$ cat config.mk
export PLATFORM = sky130hd
export DESIGN_NAME = prog_loader_ctrl
export DESIGN_NICKNAME = d
export VERILOG_FILES = /design/src/rtl/prog_loader_ctrl.sv
export SDC_FILE = /design/constraint.sdc
export NUM_CORES = 1
export LEC_CHECK = 0
export ABC_AREA = 1
export BUFFER_PORTS_ARGS = -buffer_cell sky130_fd_sc_hd__buf_4
export CELL_PAD_IN_SITES_DETAIL_PLACEMENT = 1
export CELL_PAD_IN_SITES_GLOBAL_PLACEMENT = 1
export CORE_ASPECT_RATIO = 1.75
export CORE_UTILIZATION = 35
export DETAILED_ROUTE_END_ITERATION = 8
export HOLD_SLACK_MARGIN = 0.15
export PLACE_DENSITY_LB_ADDON = 0.08
export SYNTH_ARGS = -nofsm -noshare
export SYNTH_HDL_FRONTEND = slang
export SYNTH_SLANG_ARGS = --single-unit
export TNS_END_PERCENT = 20
$ cat constraint.sdc
create_clock -name clk -period 2.4 [get_ports clk]
set_input_delay 0.12 -clock clk [delete_from_list [all_inputs] [get_ports clk]]
set_output_delay 0.12 -clock clk [all_outputs]
set_load 0.005 [all_outputs]
$ cat src/rtl/prog_loader_ctrl.sv
// Bit-serial program loader and run sequencer for the one-bit NAND processor core.
// Optional run watchdog with `timeout` output: define PROG_LOADER_WATCHDOG_EN.
module prog_loader_ctrl #(
    parameter int INSTRUCTION_LENGTH  = 13,
    parameter int PROG_COUNTER_LENGTH = 10,
    parameter int INSTRUCTION_MEM     = 1000,
    parameter int NUM_OUT_REGS        = 7
`ifdef PROG_LOADER_WATCHDOG_EN
    ,
    parameter int RUN_LIMIT           = 1024
`endif
) (
    input  logic                           clk,
    input  logic                           reset,
    input  logic                           start,
    input  logic [PROG_COUNTER_LENGTH-1:0] prog_len,
    input  logic [INSTRUCTION_LENGTH-1:0]  word_data,
    input  logic                           word_valid,
    output logic                           word_ready,
    input  logic                           stop,
    input  logic [1:0]                     run_in,
    output logic                           proc_reset,
    output logic                           proc_en,
    output logic [1:0]                     proc_in,
    input  logic [NUM_OUT_REGS-1:0]        proc_out,
    output logic [NUM_OUT_REGS-1:0]        result,
    output logic                           busy,
    output logic                           running,
    output logic                           done,
    output logic                           error
`ifdef PROG_LOADER_WATCHDOG_EN
    ,
    output logic                           timeout
`endif
);

    localparam int BW = (INSTRUCTION_LENGTH > 1) ? $clog2(INSTRUCTION_LENGTH) : 1;
    localparam logic [BW-1:0] LAST_BIT = BW'(INSTRUCTION_LENGTH - 1);
    localparam logic [PROG_COUNTER_LENGTH-1:0] MAX_LEN = PROG_COUNTER_LENGTH'(INSTRUCTION_MEM);

    typedef enum logic [2:0] {S_IDLE, S_FETCH, S_SHIFT, S_RUN, S_STOP, S_ERROR} state_t;

    state_t                           state_q, state_d;
    logic [INSTRUCTION_LENGTH-1:0]    shreg_q, shreg_d;
    logic [BW-1:0]                    bit_cnt_q, bit_cnt_d;
    logic [PROG_COUNTER_LENGTH-1:0]   words_left_q, words_left_d;
    logic [NUM_OUT_REGS-1:0]          result_q, result_d;
    logic                             proc_reset_q, proc_en_q, busy_q, running_q, done_q, error_q;
    logic                             xfer, len_ok, wd_fire;

`ifdef PROG_LOADER_WATCHDOG_EN
    localparam logic [15:0] RUN_LAST = 16'(RUN_LIMIT - 1);
    logic [15:0] run_cnt_q, run_cnt_d;
    logic        timeout_q, timeout_d;
    assign wd_fire = (run_cnt_q == RUN_LAST);
    assign timeout = timeout_q;
`else
    assign wd_fire = 1'b0;
`endif

    // A new word is accepted in FETCH and on the last bit of a word while words remain,
    // so consecutive words stream into the core without a bubble.
    assign word_ready = (state_q == S_FETCH) ||
                        (state_q == S_SHIFT && bit_cnt_q == LAST_BIT && words_left_q != '0);
    assign xfer       = word_valid && word_ready;
    assign len_ok     = (prog_len != '0) && (prog_len <= MAX_LEN);

    assign proc_in    = running_q ? run_in : (proc_en_q ? {1'b0, shreg_q[0]} : 2'b00);
    assign proc_reset = proc_reset_q;
    assign proc_en    = proc_en_q;
    assign result     = result_q;
    assign busy       = busy_q;
    assign running    = running_q;
    assign done       = done_q;
    assign error      = error_q;

    always_comb begin
        state_d      = state_q;
        shreg_d      = shreg_q;
        bit_cnt_d    = bit_cnt_q;
        words_left_d = words_left_q;
        result_d     = result_q;
`ifdef PROG_LOADER_WATCHDOG_EN
        run_cnt_d    = run_cnt_q;
        timeout_d    = timeout_q;
`endif
        case (state_q)
            S_IDLE, S_ERROR: begin
                if (start) begin
                    if (len_ok) begin
                        words_left_d = prog_len;
                        state_d      = S_FETCH;
`ifdef PROG_LOADER_WATCHDOG_EN
                        timeout_d    = 1'b0;
`endif
                    end else begin
                        state_d = S_ERROR;
                    end
                end
            end
            S_FETCH: begin
                if (stop) begin
                    state_d = S_IDLE;
                end else if (xfer) begin
                    shreg_d      = word_data;
                    bit_cnt_d    = '0;
                    words_left_d = words_left_q - 1'b1;
                    state_d      = S_SHIFT;
                end
            end
            S_SHIFT: begin
                if (stop) begin
                    state_d = S_IDLE;
                end else if (bit_cnt_q == LAST_BIT) begin
                    if (words_left_q != '0) begin
                        // The core writes on every en-high cycle, so a late word is fatal.
                        if (xfer) begin
                            shreg_d      = word_data;
                            bit_cnt_d    = '0;
                            words_left_d = words_left_q - 1'b1;
                        end else begin
                            state_d = S_ERROR;
                        end
                    end else begin
                        state_d = S_RUN;
`ifdef PROG_LOADER_WATCHDOG_EN
                        run_cnt_d = '0;
`endif
                    end
                end else begin
                    shreg_d   = shreg_q >> 1;
                    bit_cnt_d = bit_cnt_q + 1'b1;
                end
            end
            S_RUN: begin
`ifdef PROG_LOADER_WATCHDOG_EN
                run_cnt_d = run_cnt_q + 1'b1;
                if (wd_fire) timeout_d = 1'b1;
`endif
                if (stop || wd_fire) begin
                    result_d = proc_out;
                    state_d  = S_STOP;
                end
            end
            S_STOP:  state_d = S_IDLE;
            default: state_d = S_IDLE;
        endcase
    end

    always_ff @(posedge clk or negedge reset) begin
        if (!reset) begin
            state_q      <= S_IDLE;
            shreg_q      <= '0;
            bit_cnt_q    <= '0;
            words_left_q <= '0;
            result_q     <= '0;
            proc_reset_q <= 1'b1;
            proc_en_q    <= 1'b0;
            busy_q       <= 1'b0;
            running_q    <= 1'b0;
            done_q       <= 1'b0;
            error_q      <= 1'b0;
`ifdef PROG_LOADER_WATCHDOG_EN
            run_cnt_q    <= '0;
            timeout_q    <= 1'b0;
`endif
        end else begin
            state_q      <= state_d;
            shreg_q      <= shreg_d;
            bit_cnt_q    <= bit_cnt_d;
            words_left_q <= words_left_d;
            result_q     <= result_d;
            proc_reset_q <= (state_d == S_IDLE) || (state_d == S_ERROR);
            proc_en_q    <= (state_d == S_SHIFT);
            busy_q       <= (state_d == S_FETCH) || (state_d == S_SHIFT) || (state_d == S_RUN);
            running_q    <= (state_d == S_RUN);
            done_q       <= (state_d == S_STOP);
            error_q      <= (state_d == S_ERROR);
`ifdef PROG_LOADER_WATCHDOG_EN
            run_cnt_q    <= run_cnt_d;
            timeout_q    <= timeout_d;
`endif
        end
    end

endmodule

==> results of run 1 <==
-- flip-flops by register name (all words and copies together), names as in the netlist --
signal        count
running           1
error             1
result            7
shreg_q          13
words_left_q     10
bit_cnt_q         4
done              1
state_q           3
proc_en           1
proc_reset        1
busy              1
-- routing by layer --
metal / part of all wire / track usage / vias up
li1: - / - / 1131
met1: 0.37 / 0.209 / 1071
met5: 0 / 0 / -
met2: 0.58 / 0.402 / 42
met4: 0.021 / 0.0800 / 0
met3: 0.025 / 0.0298 / 9
-- path summary, 6_finish.rpt --
path | from | end | slack (ns)
min in group asynchronous | reset | result[1] | 0.38
max | words_left_q[0] | busy | 0.37
min reg2reg | result[4] | result[4] | 0.47
max in group asynchronous | reset | shreg_q[8] | 1.61
max reg2reg | words_left_q[0] | busy | 0.37
min | prog_len[7] | words_left_q[7] | 0.16
-- power breakdown --
group          internal, µW  switching, µW  total, µW
clock network           387            281        668
logic                   692           1060       1750
registers              1070            222       1290
total                  2150           1560       3710
-- worst max-delay path: stages (launching register included) --
cell and delay [ns]:
dfrtp_1 0.40, inv_1 0.11, ha_1 0.17, nand3_1 0.07
nor2_1 0.18, nand2_1 0.08, o21ai_1 0.32, inv_1 0.20
nand2_1 0.13, nand3_2 0.10, a21oi_1 0.19
-- cell type report --
| type | instances | area, µm² | share of cell area |
|---|---|---|---|
| Timing Repair Buffer | 75 | 618 | 0.194 |
| Multi-Input combinational cell | 218 | 1110 | 0.347 |
| Tap cell | 82 | 103 | 0.0322 |
| Inverter | 38 | 145 | 0.0456 |
| Clock buffer | 8 | 136 | 0.0428 |
| Sequential cell | 43 | 1080 | 0.338 |
-- cells in the final DEF (no fill, tap or decap), drive strengths merged, types with 5 or more instances in the layout --
| master | count |
|---|---|
| nand3 | 18 |
| inv | 37 |
| nor3 | 5 |
| a21oi | 5 |
| dlygate4sd3 | 22 |
| o22ai | 12 |
| buf | 53 |
| o21ai | 32 |
| dfrtp | 42 |
| nor2 | 46 |
| clkbuf | 8 |
| nand2 | 84 |
-- metrics by stage --
stage	hold slack, ns	std cells
3_3_place_gp	0.159	434
6_report	0.164	464
2_1_floorplan	-0.176	304
4_1_cts	0.164	464
3_5_place_dp	0.157	434
5_1_grt	0.227	464
-- repair_timing --
| action | in CTS | in global routing |
|---|---|---|
| resized for setup | 0 | 0 |
| hold endpoints to repair | 63 | 0 |
| hold buffers | 22 | 0 |
-- cells by family after synthesis --
kind of cell / Yosys count / synth area share
simple gates: 159 / 0.315
compound gates: 51 / 0.118
buf+inv: 43 / 0.0757
flops: 43 / 0.456
xor+xnor: 4 / 0.0148
fa+ha+maj: 4 / 0.0212
==> impl_metrics.toml, run 1 <==
[hold_path]
worstHoldPathType = "in -> reg"
hold_depth = 5

[drt]
vias_per_cell = 4.86
vias = 2253
drc = 0
drtIter0Drc = 43
wire_per_inst_um = 14.2
drt_first_pass_iters = 4
routed_wl_um = 6580
ant_nets = 0

[floorplan]
initial_core_util = 0.361
rows = 39
design.die.area_mm2 = 0.00709
die_w_um = 64.1
pin_count = 53
fp.coreArea_mm2 = 0.00654
die_height_um = 111

[timing]
skew_ns = 0.00903
setup_tns_ns = 0
relSlewSlack = 0.613
hold_violations = 0
setup_ws_ns = 0.368
setup_viol = 0
fmax_mhz = 492
period_needed_ns = 2.03
drv_slew = 0
tightest_slew_ns = 0.580
min_period_over_period = 0.847
rsz0062_at_grt = "no"

[job]
cap_violations = 0

[layout]
drive_gt1_frac = 0.251
diodes = 0
fin_area_mm2 = 0.00319
nNetsFinal = 422
area_delta_synth_final_pct = 34.9
postLayoutCoreUtil = 0.487
fillers = 820

[placed_design]
gp_congestion = 0.801
portBuffers = 52
dpl.hpwl_um = 4980
post-place-ws_ns = 0.425
dpl_cell_area_mm2 = 0.00283

[clock_tree]
clock_path_buffers = 2
clk_pin_slew_ns = 0.06
cts_tree = "built"
cts_setup_buffers = 0
htree_levels = 2
clk_root_buffer_cell = "clkbuf_16"
clock_latency_ns = 0.30
numCtsBuffers = 5
clock_sinks = 43

[worst_setup_path]
reg2reg_depth = 10
arrival_ns = 2.23
cp-end-kind = "flop"
crit_type = "reg -> reg"
worst_ep_required_time_ns = 2.60
worst_setup_path_start_kind = "flop"
crit_path_max_fanout = 5

[synth]
seq_area_frac_synth = 0.456
synth-seq-cells = 43
synth_cell_types = 33
synthTopCellsByArea = "dfrtp_1 (44%), nand2_1 (13%), o21ai_0 (5.7%)"
synth_ff_type = "dfrtp_1"
synth-edff-count = 0
syn_nets = 345
ys_async_sr_fraction = 1.00
avgSynthCellArea_um2 = 7.77
synth_area_mm2 = 0.00236
yosys_warnings = 0
synth_commonest_cells = "nand2_1 (81), dfrtp_1 (42), inv_1 (30), o21ai_0 (27), nor2_1 (26)"
yosysTopAreaCellShare = 0.445
post-synth-top-count-cell = "nand2_1"
synth_area_leader_cell = "dfrtp_1"
synth_cells = 304

[pwr]
power_density_mw_per_mm2 = 1160
p_leak_uw = 0.00159
power_uw = 3710
ir_worst_vdd_v = 0.000607

[status]
status = "completed"

[grt]
grt_pass1_wl_um = 11100
track_usage = 0.206
overflow = 0
grt_pass1_vias = 2443
grt_max_degree = 44
antenna_found_initial = 0
Power figures use the tool's default switching activity.
==> run 2: changes to the inputs <==
- clock period: 2.4 -> 2.1 ns (I/O delays scaled with it)
==> run 2 against run 1 <==
Effect of this change: routed wire length increased by 0.12%; via count increased by 0.58%; count of clock-buffer cells in the layout is 1 lower; first-iteration DRC count grew 28%; sequential power up 15%; die area is the same; critical endpoint is now shreg_q[6]; highest routed layer unchanged.
==> impl_metrics.toml, run 2 (synthesis results as in run 1) <==
[grt]
grt_pass1_vias = 2426
track_usage = 0.205
antenna_found_initial = 0
overflow = 0
grt_pass1_wl_um = 11100
grt_max_degree = 44

[layout]
drive_gt1_frac = 0.262
largest_reg_flops = 13
fin_area_mm2 = 0.00321
postLayoutCoreUtil = 0.492
final_cell_mix = "nand2_1 (81), buf_4 (56), dfrtp_1 (42)"
multi_input_area_mm2 = 0.00111
largest_register = "shreg_q"
diodes = 0
seq_area_mm2 = 0.00108
fillers = 825
area_delta_synth_final_pct = 36.1
nNetsFinal = 425
layout_commonest_cell = "nand2_1"

[drt]
drt_first_pass_iters = 4
drtIter0Drc = 55
routed_wl_um = 6590
vias_per_cell = 4.85
drc = 0
wire_per_inst_um = 14.1
ant_nets = 0
vias = 2266

[worst_setup_path]
arrival_ns = 2.13
worstReg2RegStart = "bit_cnt_q[0]"
worst_ep_required_time_ns = 2.32
worst-path-stages = 11
crit_buf_inv = 2
crit_type = "reg -> reg"
crit_family = "simple AND/OR/NAND/NOR gates"
slowest_stage = "dfrtp_1"
worst_setup_path_start_kind = "flop"
reg2reg_depth = 11
cp_cell_sequence = "inv_1, ha_1, nand3_2, o21ai_2, and2_4, nand3_4, nand2_4, nand2_4, inv_6, nor2_1, nor2_1"
startpoint = "bit_cnt_q[0]"
crit_path_max_fanout = 15
cp-end-kind = "flop"
slowest_delay_ns = 0.42

[pwr]
power_density_mw_per_mm2 = 1320
p_leak_uw = 0.00161
ir_worst_vdd_v = 0.000820
power_uw = 4250

[floorplan]
design.die.area_mm2 = 0.00709
pin_count = 53
fp.coreArea_mm2 = 0.00654
die_w_um = 64.1
die_height_um = 111
rows = 39
initial_core_util = 0.361

[timing]
setup_tns_ns = 0
fmax_mhz = 523
min_period_over_period = 0.910
relSlewSlack = 0.625
hold_violations = 0
tightest_slew_ns = 0.562
period_needed_ns = 1.91
setup_ws_ns = 0.189
drv_slew = 0
skew_ns = 0.00520
rsz0062_at_grt = "no"
setup_viol = 0

[clock_tree]
clock_path_buffers = 2
numCtsBuffers = 5
cts_setup_buffers = 0
clk_root_buffer_cell = "clkbuf_16"
cts_tree = "built"
clk_pin_slew_ns = 0.06
clock_sinks = 43
htree_levels = 2
clock_latency_ns = 0.29

[placed_design]
gp_congestion = 0.780
post-place-ws_ns = 0.148
dpl_cell_area_mm2 = 0.00285
portBuffers = 52
dpl.hpwl_um = 4920

[hold_path]
hold_depth = 5
worstHoldPathType = "in -> reg"
min-delay-start = "prog_len[7]"

[job]
cap_violations = 0

[status]
status = "completed"
[run 2: cell types whose count changed in the layout (fill, tap and decap cells not counted), sizes merged]
cell / previous run / this run
buf: 53 / 56
clkbuf: 8 / 7
clkinv: 1 / 2
[run 2: routing by layer]
metal,wire length [µm],track usage,vias up
met2,3910,0.409,38
met3,184,0.0381,9
li1,-,-,1132
met1,2390,0.199,1087
met4,97,0.0711,0
met5,0,0,-
[run 2: layout make-up]
class / count / area share
Sequential cell: 43 / 0.335
Clock inverter: 1 / 0.00156
Inverter: 38 / 0.0459
Tap cell: 82 / 0.0319
Timing Repair Buffer: 78 / 0.199
Clock buffer: 7 / 0.0413
Multi-Input combinational cell: 218 / 0.345
[run 2: worst paths after layout]
path | slack (ns) | end
max in group asynchronous | 1.36 | bit_cnt_q[0]
min in group asynchronous | 0.35 | busy
setup reg to reg | 0.19 | shreg_q[6]
setup / recovery | 0.19 | shreg_q[6]
hold / removal | 0.16 | words_left_q[7]
hold reg to reg | 0.47 | result[4]
[run 2: worst reg2reg max path: stages, from the launching register on]
cell and delay, ns:
dfrtp_1 0.42, inv_1 0.08, ha_1 0.16, nand3_2 0.12, o21ai_2 0.21, and2_4 0.19
nand3_4 0.18, nand2_4 0.14, nand2_4 0.07, inv_6 0.14, nor2_1 0.06, nor2_1 0.09
[run 2: power breakdown]
group,internal [µW],switching (µW)
combinational,817,1200
clock,440,314
sequential,1220,259
total,2480,1780
[run 2: through the flow]
stage / hold WS (ns) / instances
floorplan: -0.191 / 304
global placement: 0.138 / 437
detailed placement: 0.139 / 437
CTS: 0.150 / 467
global route: 0.185 / 467
finish: 0.158 / 467
[run 2: repair_timing]
item	CTS	global route
gates resized for setup	0	2
hold endpoints to repair	63	0
hold buffers	22	0
setup endpoints to repair	0	5
==> run 3: changes to the inputs <==
--- a/config.mk
+++ b/config.mk
@@ -15,4 +15,5 @@
 export HOLD_SLACK_MARGIN = 0.15
 export PLACE_DENSITY_LB_ADDON = 0.08
+export REMOVE_ABC_BUFFERS = 1
 export SYNTH_ARGS = -nofsm -noshare
 export SYNTH_HDL_FRONTEND = slang
==> constraint.sdc (replaced) <==
create_clock -name clk -period 2.1 [get_ports clk]
set_input_delay 0.105 -clock clk [delete_from_list [all_inputs] [get_ports clk]]
set_output_delay 0.105 -clock clk [all_outputs]
set_load 0.02 [all_outputs]
==> run 3 against run 2 <==
Effect of this change: count of clock-buffer cells in the layout is 1 lower; clock skew is 0.0028 ns higher; register-to-register slack hardly changed; sequential share of layout area is 0.37 points lower; critical path type unchanged; largest power group unchanged.
==> impl_metrics.toml, run 3 (synthesis results as in run 1) <==
[timing]
hold_ws_ns = 0.156
period_needed_ns = 1.90
tightest_slew_ns = 0.561
setup_tns_ns = 0
fmax_mhz = 527
drv_slew = 0
min_period_over_period = 0.903
rsz0062_at_grt = "no"
relSlewSlack = 0.626
skew_ns = 0.00798
setup_ws_ns = 0.203
hold_violations = 0
setup_viol = 0

[layout]
diodes = 0
drive_gt1_frac = 0.268
final_cell_mix = "nand2_1 (81), buf_4 (56), dfrtp_1 (42)"
area_delta_synth_final_pct = 37.6
largest_register = "shreg_q"
largest_reg_flops = 13
final_cells = 467
nNetsFinal = 425
layout_commonest_cell = "nand2_1"

[placed_design]
place_inst = 437
gp_congestion = 0.756
dpl.hpwl_um = 4920
portBuffers = 52
post-place-ws_ns = 0.179

[hold_path]
hold_depth = 5
worstHoldPathType = "in -> reg"
min-delay-start = "prog_len[7]"

[pwr]
p_leak_uw = 0.00163
ir_worst_vdd_v = 0.000675
power_density_mw_per_mm2 = 1410
power_uw = 4580

[clock_tree]
numCtsBuffers = 5
clock_path_buffers = 2
clock_latency_ns = 0.29
cts_tree = "built"
cts_setup_buffers = 0
clk_pin_slew_ns = 0.06
clock_sinks = 43
htree_levels = 2
clk_root_buffer_cell = "clkbuf_16"

[floorplan]
die_w_um = 64.1
rows = 39
design.die.area_mm2 = 0.00709
fp.coreArea_mm2 = 0.00654
pin_count = 53
initial_core_util = 0.361
die_height_um = 111

[worst_setup_path]
arrival_ns = 2.10
startpoint = "bit_cnt_q[0]"
crit_path_max_fanout = 5
worst_setup_path_start_kind = "flop"
crit_type = "reg -> reg"
worst_ep_required_time_ns = 2.30
reg2reg_depth = 10
cp-end-kind = "flop"
worstReg2RegStart = "bit_cnt_q[0]"

[drt]
vias = 2256
routed_wl_um = 6630
vias_per_cell = 4.83
ant_nets = 0
wl_met2_um = 4040
wl_met1_um = 2280
wire_per_inst_um = 14.2
route.met3.wl_um = 200
drc = 0
drtIter0Drc = 37
routed.top_layer = "met4"
drt_first_pass_iters = 4

[job]
cap_violations = 0

[grt]
track_usage = 0.209
overflow = 0
grt_max_degree = 44
grt_pass1_wl_um = 11400
antenna_found_initial = 0
grt_pass1_vias = 2491

[status]
status = "completed"
## run 3: changes by cell type in the layout (fill, tap and decap cells not counted), sizes merged
cell,before,now
bufinv,0,1
clkbuf,7,6
## run 3: stage by stage
stage	utilization	instance area, µm²
2_1_floorplan	-	2330
3_3_place_gp	0.436	2850
3_5_place_dp	0.436	2850
4_1_cts	0.496	3250
5_1_grt	0.497	3250
6_report	0.497	3250
## run 3: final cells by class
type                            instances  area (µm²)
Sequential cell                        43        1080
Inverter                               38         148
Timing Repair Buffer                   78         641
Multi-Input combinational cell        218        1110
Fill cell                             837        3290
Clock inverter                          2        35.0
Clock buffer                            6         139
Tap cell                               82         103
## run 3: timing repair
item                                    CTS  global route
hold buffers                             22             0
hold endpoints to repair                 63             0
resized for setup                         0             2
endpoints found under the setup margin    0             2
## run 3: path summary, 6_finish.rpt
check	slack, ns	end
worst max-delay path	0.20	busy
min in group asynchronous	0.36	busy
max in group asynchronous	1.35	bit_cnt_q[1]
worst min register to register	0.48	result[1]
worst min-delay path	0.16	words_left_q[7]
worst max register to register	0.20	busy
## run 3: per-layer routing
layer / GRT usage / vias to the layer above
met4: 0.0711 / 0
met2: 0.428 / 35
met5: 0 / -
met3: 0.0370 / 6
met1: 0.194 / 1082
li1: - / 1133
## run 3: power breakdown
group,internal (µW),switching [µW]
sequential,1220,256
combinational,826,1370
clock,591,321
total,2640,1940
## run 3: worst max-delay path, stage by stage, from the launching register on
cell and delay [ns]:
dfrtp_1 0.42, inv_1 0.08, ha_1 0.17, nand3_2 0.12, o21ai_2 0.20, nand3_1 0.13
nand2_1 0.24, nand2_1 0.12, nand2_1 0.10, nand3_2 0.09, a21oi_1 0.17
